**src/rtl/dma_transfer_sequencer.sv**
```systemverilog
// Four-channel DMA transfer sequencer: arbitration, S0-S4 bus cycle sequencing, terminal count tracking.
// Rotating priority is available when DMA_SEQ_ROTATING_PRIORITY_EN is defined; otherwise priority is fixed 0>1>2>3.
module dma_transfer_sequencer #(
   parameter int WC_WIDTH = 16
) (
   input  logic                CLK,
   input  logic                RESET,
   input  logic [3:0]          DREQ,
   input  logic                HLDA,
   input  logic [3:0]          maskReg,
   input  logic                priorityType,
   input  logic                singleMode,
   input  logic [1:0]          transferType,
   input  logic [WC_WIDTH-1:0] wordCountIn,
   input  logic                EOP_IN_N,
   input  logic                tcClear,
   output logic                HRQ,
   output logic [3:0]          DACK,
   output logic [1:0]          activeChannel,
   output logic                addrStrobe,
   output logic                decrWordCount,
   output logic                incrAddress,
   output logic [3:0]          tcStatus,
   output logic                MEMR_N,
   output logic                MEMW_N,
   output logic                IOR_N,
   output logic                IOW_N,
   output logic                EOP_N
);

   localparam logic [2:0] SI = 3'd0;
   localparam logic [2:0] S0 = 3'd1;
   localparam logic [2:0] S1 = 3'd2;
   localparam logic [2:0] S2 = 3'd3;
   localparam logic [2:0] S3 = 3'd4;
   localparam logic [2:0] S4 = 3'd5;

   logic [2:0]          state;
   logic [2:0]          nxt;
   logic [WC_WIDTH-1:0] cnt;
   logic [1:0]          xtype;
   logic                eop_seen;
   logic [3:0]          req;
   logic [1:0]          base;
   logic                grant_vld;
   logic [1:0]          grant_ch;
   logic                in_xfer;
   logic                strobe_phase;
   logic                chan_req;
   logic                term;
   logic                s4_done;
   logic [3:0]          tc_set;

   assign req          = DREQ & ~maskReg;
   assign chan_req     = DREQ[activeChannel];
   assign in_xfer      = (state == S1) || (state == S2) || (state == S3) || (state == S4);
   assign strobe_phase = (state == S2) || (state == S3);
   // A late EOP_IN_N sampled at the end of S4 still terminates, though EOP_N could not show it.
   assign term         = (cnt == '0) || eop_seen || !EOP_IN_N;
   assign s4_done      = (state == S4) && HLDA;
   assign tc_set       = (s4_done && term) ? (4'b0001 << activeChannel) : '0;

`ifdef DMA_SEQ_ROTATING_PRIORITY_EN
   logic [1:0] prio_base;

   assign base = priorityType ? prio_base : 2'd0;

   always_ff @(posedge CLK) begin
      if (RESET) begin
         prio_base <= 2'd0;
      end else if (s4_done && priorityType) begin
         prio_base <= activeChannel + 2'd1;
      end
   end
`else
   logic unused_prio;

   assign unused_prio = priorityType;
   assign base        = 2'd0;
`endif

   always_comb begin
      grant_vld = 1'b0;
      grant_ch  = '0;
      for (int unsigned i = 0; i < 4; i++) begin
         if (!grant_vld && req[2'(base + i)]) begin
            grant_vld = 1'b1;
            grant_ch  = 2'(base + i);
         end
      end
   end

   always_comb begin
      nxt = state;
      case (state)
         SI: if (grant_vld) nxt = S0;
         S0: begin
            if (HLDA)           nxt = S1;
            else if (!chan_req) nxt = SI;
         end
         S1: nxt = HLDA ? S2 : SI;
         S2: nxt = HLDA ? S3 : SI;
         S3: nxt = HLDA ? S4 : SI;
         S4: nxt = (!HLDA || term || singleMode || !chan_req) ? SI : S1;
         default: nxt = SI;
      endcase
   end

   always_ff @(posedge CLK) begin
      if (RESET) begin
         state         <= SI;
         activeChannel <= '0;
         cnt           <= '0;
         xtype         <= '0;
         eop_seen      <= 1'b0;
         tcStatus      <= '0;
      end else begin
         state <= nxt;
         if ((state == SI) && grant_vld) begin
            activeChannel <= grant_ch;
            cnt           <= wordCountIn;
         end
         if (nxt == S1) xtype <= transferType;
         if (s4_done) cnt <= cnt - 1'b1;
         if ((state == S1) || (state == S2) || (state == S3)) begin
            if (!EOP_IN_N) eop_seen <= 1'b1;
         end else begin
            eop_seen <= 1'b0;
         end
         tcStatus <= (tcClear ? '0 : tcStatus) | tc_set;
      end
   end

   assign HRQ           = (state != SI);
   assign DACK          = in_xfer ? (4'b0001 << activeChannel) : '0;
   assign addrStrobe    = (state == S1);
   assign decrWordCount = (state == S4);
   assign incrAddress   = (state == S4);
   assign IOR_N         = !(strobe_phase && (xtype == 2'b01));
   assign MEMW_N        = !(strobe_phase && (xtype == 2'b01));
   assign MEMR_N        = !(strobe_phase && (xtype == 2'b10));
   assign IOW_N         = !(strobe_phase && (xtype == 2'b10));
   assign EOP_N         = !((state == S4) && ((cnt == '0) || eop_seen));

endmodule

```
**config.mk**
```make
export PLATFORM = sky130hd
export DESIGN_NAME = dma_transfer_sequencer
export DESIGN_NICKNAME = d
export VERILOG_FILES = /design/src/rtl/dma_transfer_sequencer.sv
export SDC_FILE = /design/constraint.sdc
export NUM_CORES = 1
export LEC_CHECK = 0
export ABC_AREA = 1
export ABC_CLOCK_PERIOD_IN_PS = 3400
export CAP_MARGIN = 5
export CORE_MARGIN = 3
export CORE_UTILIZATION = 51
export DETAILED_ROUTE_END_ITERATION = 6
export GPL_TIMING_DRIVEN = 0
export PLACE_DENSITY = 0.95
export SETUP_SLACK_MARGIN = 0.4
export SYNTH_ARGS = -nofsm -noshare
export SYNTH_HDL_FRONTEND = slang
export SYNTH_SLANG_ARGS = --single-unit
export TNS_END_PERCENT = 30
```
**constraint.sdc**
```tcl
create_clock -name CLK -period 3.4 [get_ports CLK]
set_input_delay 0.34 -clock CLK [delete_from_list [all_inputs] [get_ports CLK]]
set_output_delay 0.34 -clock CLK [all_outputs]
set_load 0.005 [all_outputs]
```
==> reports/results.txt <==
Reg clk slew, reported paths: 0.16 ns
Dpl cell area: 2377 sq um
Power density cells: 377.0 nW/um^2
Vias in the first global route: 1851
Port Buffers: 50
Placed Cells: 397
R2R setup slack: 1.69 ns
IO Count: 52
Worst path most repeated cell: nand2_1
Clock sinks: 28
Antenna-violating nets left: 0
Final setup TNS: 0 ns
Hold WS: 0.4737 ns
Hold Fails Final Rpt: 0
Final setup viols: 0
Root Driver: clkbuf_4
Total congestion overflow: 0
CP max-delay cell: clkdlybuf4s50_1
Family with the most delay on the worst path: buffers and inverters
Postcts setup bufs: 0
Routed wire length: 4.634 mm
DRC violations left: 0
Detailed-route via count: 2040
RSZ-0062 raised after global routing: no
Syn Area/Cell: 6.044 sq um
Top post-synthesis cells by area: dfxtp_1, nand2_1, inv_1
Mapped Nets: 336
Final core utilization: 0.7169
Ant diodes: 0
Initial Util: 0.5367
Reg2reg start: cnt[0]$_SDFFE_PP0P_
Syn-to-layout area delta: 33.56%
Die height: 65.73 um
Worst Setup SP: cnt[0]$_SDFFE_PP0P_
Placeable Area: 3390 sq um
Post-synth cell types: 31
GRT Total Usage: 0.2194
Hold Buf Count CTS: 0
CP bufs+invs: 3
Max Clk Rate: 0.4351 GHz
Startpoint types: flop
Peak VDD IR: 0.0002086 V
Nets@finish: 391
Crit path capture: EOP_N
Tmin final: 2.298 ns
Final slew viol count: 0
Register area share after synthesis: 0.3081
Routed length per placed instance: 11.56 um
Top cell type's share of synthesized area: 0.3081
Total of max-cap violations: 0
Htree depth: 1
R2r worst-path depth: 11
DIE AREA: 4320 sq um
Headroom to the max-slew limit: 0.6402
Worst Path Max Fanout: 4
Synth Instances: 301
Final Cycle Share: 0.6760
Layout cells sized above 1: 0.07324
First-pass DRT Iterations: 5
Die X: 65.73 um
Largest net degree at the start of global routing: 17
Global-route wire length before repair: 7.631 mm
Status: complete, no violations
Largest stage delay, worst path: 0.49 ns
CTS resizes: 0
Via-per-instance ratio: 5.087
HPWL after DPL: 3.552 mm
CTS tree: built
Skew final: 0.002556 ns
GP Congestion: 0.9155
Initial antenna violation count: 0
Synth Cell Area: 1819 sq um
Clock latency on the worst-skew pair: 0.34 ns
Ys Warns: 0
Pleak: 1.145 nW
Iteration-0 DRC Markers: 156
Critical-path cell list: inv_1, ha_1, inv_1, nor2_1, nand2_1, nor2_1, nand2_1, nand2_1, nand2_1, clkdlybuf4s50_1
Critical path arrival: 1.96 ns
R2R Path End: cnt[12]$_SDFFE_PP0P_
Non-Filler Instances: 401
WP data required: 3.06 ns
Yosys reg bits: 28
Critical path depth in cells: 10
CP Capture Type: primary output
Synth area leader: dfxtp_1
Hold Path Class: reg2reg
Crit Path Category: reg2out
Slew @ Worst Pin: 0.5398 ns
Row count: 21
TritonCTS buffer count: 3
CTS Buffer Depth: 2
Final Cell Area: 2430 sq um
[metal layers]
| metal | GRT usage | part of all wire | vias up |
|---|---|---|---|
| met3 | 0.02564 | 0.063 | 9 |
| met1 | 0.2700 | 0.43 | 902 |
| met4 | 0.07513 | 0.012 | 0 |
| met2 | 0.3905 | 0.50 | 77 |
| li1 | - | - | 1052 |
| met5 | 0 | 0 | - |
[placed cells by master, fill, tap and decap left out, drive strengths merged]
cell type / Yosys / routed
nand2: 102 / 102
clkdlybuf4s50: 0 / 50
inv: 42 / 42
nor2: 42 / 42
dfxtp: 28 / 28
a21oi: 24 / 24
nand3: 20 / 20
o21ai: 13 / 13
buf: 7 / 7
a31oi: 5 / 5
clkbuf: 2 / 5
xnor2: 3 / 3
nand4: 2 / 2
xor2: 2 / 2
ha: 2 / 2
and2: 1 / 1
o21bai: 1 / 1
nor3: 1 / 1
a22oi: 1 / 1
o31ai: 1 / 1
a21boi: 1 / 1
or2: 1 / 1
bufinv: 0 / 1
[cells by family (layout without fill, tap and decap cells)]
family                   Yosys count  count (layout)  share of synthesized area
XOR/XNOR                           5               5                    0.02408
AND/OR/NAND/NOR                  169             169                     0.3906
adder cells (fa/ha/maj)            2               2                    0.01375
flip-flops                        28              28                     0.3081
buffers and inverters             51             105                     0.1238
AO/OA/AOI/OAI                     46              46                     0.1396
[worst min-delay path by stage]
stage,start,to,slack (ns),depth (start not counted)
2_1_floorplan,xtype[0]$_SDFFE_PP0N_,xtype[0]$_SDFFE_PP0N_,0.45,2
3_3_place_gp,tcStatus[3]$_SDFF_PP0_,tcStatus[3]$_SDFF_PP0_,0.45,2
3_5_place_dp,tcStatus[3]$_SDFF_PP0_,tcStatus[3]$_SDFF_PP0_,0.46,2
4_1_cts,tcStatus[3]$_SDFF_PP0_,tcStatus[3]$_SDFF_PP0_,0.48,2
5_1_grt,tcStatus[2]$_SDFF_PP0_,tcStatus[2]$_SDFF_PP0_,0.51,2
6_report,tcStatus[3]$_SDFF_PP0_,tcStatus[3]$_SDFF_PP0_,0.47,2
[area by class of cell]
| type | count | area, sq um |
|---|---|---|
| inverters | 42 | 160.2 |
| plain buffers | 9 | 65.06 |
| repair buffers | 50 | 500.5 |
| multi-input cells | 222 | 1033 |
| clock inverters | 1 | 30.03 |
| well taps | 46 | 57.56 |
| flip-flops and latches | 28 | 560.5 |
| clock buffers | 3 | 22.52 |
| fillers | 281 | 959.7 |
[tightest hold or removal path: stages (launching register included)]
cell and delay (ns):
dfxtp_1 0.34, nand2_1 0.06, a21oi_1 0.05
[flip-flops by register name, summed over array words and instances, names as in the netlist]
name and flops:
activeChannel 2, cnt 16, tcStatus 4, state 3, xtype 2, eop_seen 1
[where the power goes]
group	internal (mW)	switching, mW
clock	0.119	0.107
combinational	0.132	0.173
sequential	0.356	0.0290
total	0.607	0.309
[stage by stage]
stage	power (mW)	setup slack [ns]
floorplan	0.5905	2.013
global placement	0.6783	1.467
detailed placement	0.6877	1.452
CTS	0.9132	1.096
global route	0.9649	0.9426
finish	0.9160	1.102
[cell usage after synthesis]
library cell	n
buf_2	1
nand2_2	2
o21bai_2	1
nand4_1	2
nor2_4	2
clkbuf_1	2
a31oi_1	5
nand3_1	20
ha_1	2
xor2_1	2
nand2_1	98
dfxtp_1	28
nor2_1	38
o21ai_1	1
xnor2_1	3
a21oi_1	23
nor2_2	2
inv_2	3
or2_2	1
inv_1	38
a22oi_1	1
and2_1	1
buf_4	4
nand2_4	2
a21boi_0	1
a21oi_2	1
inv_4	1
o21ai_0	12
o31ai_1	1
nor3_1	1
buf_6	2
(Power assumes the default switching activity.)
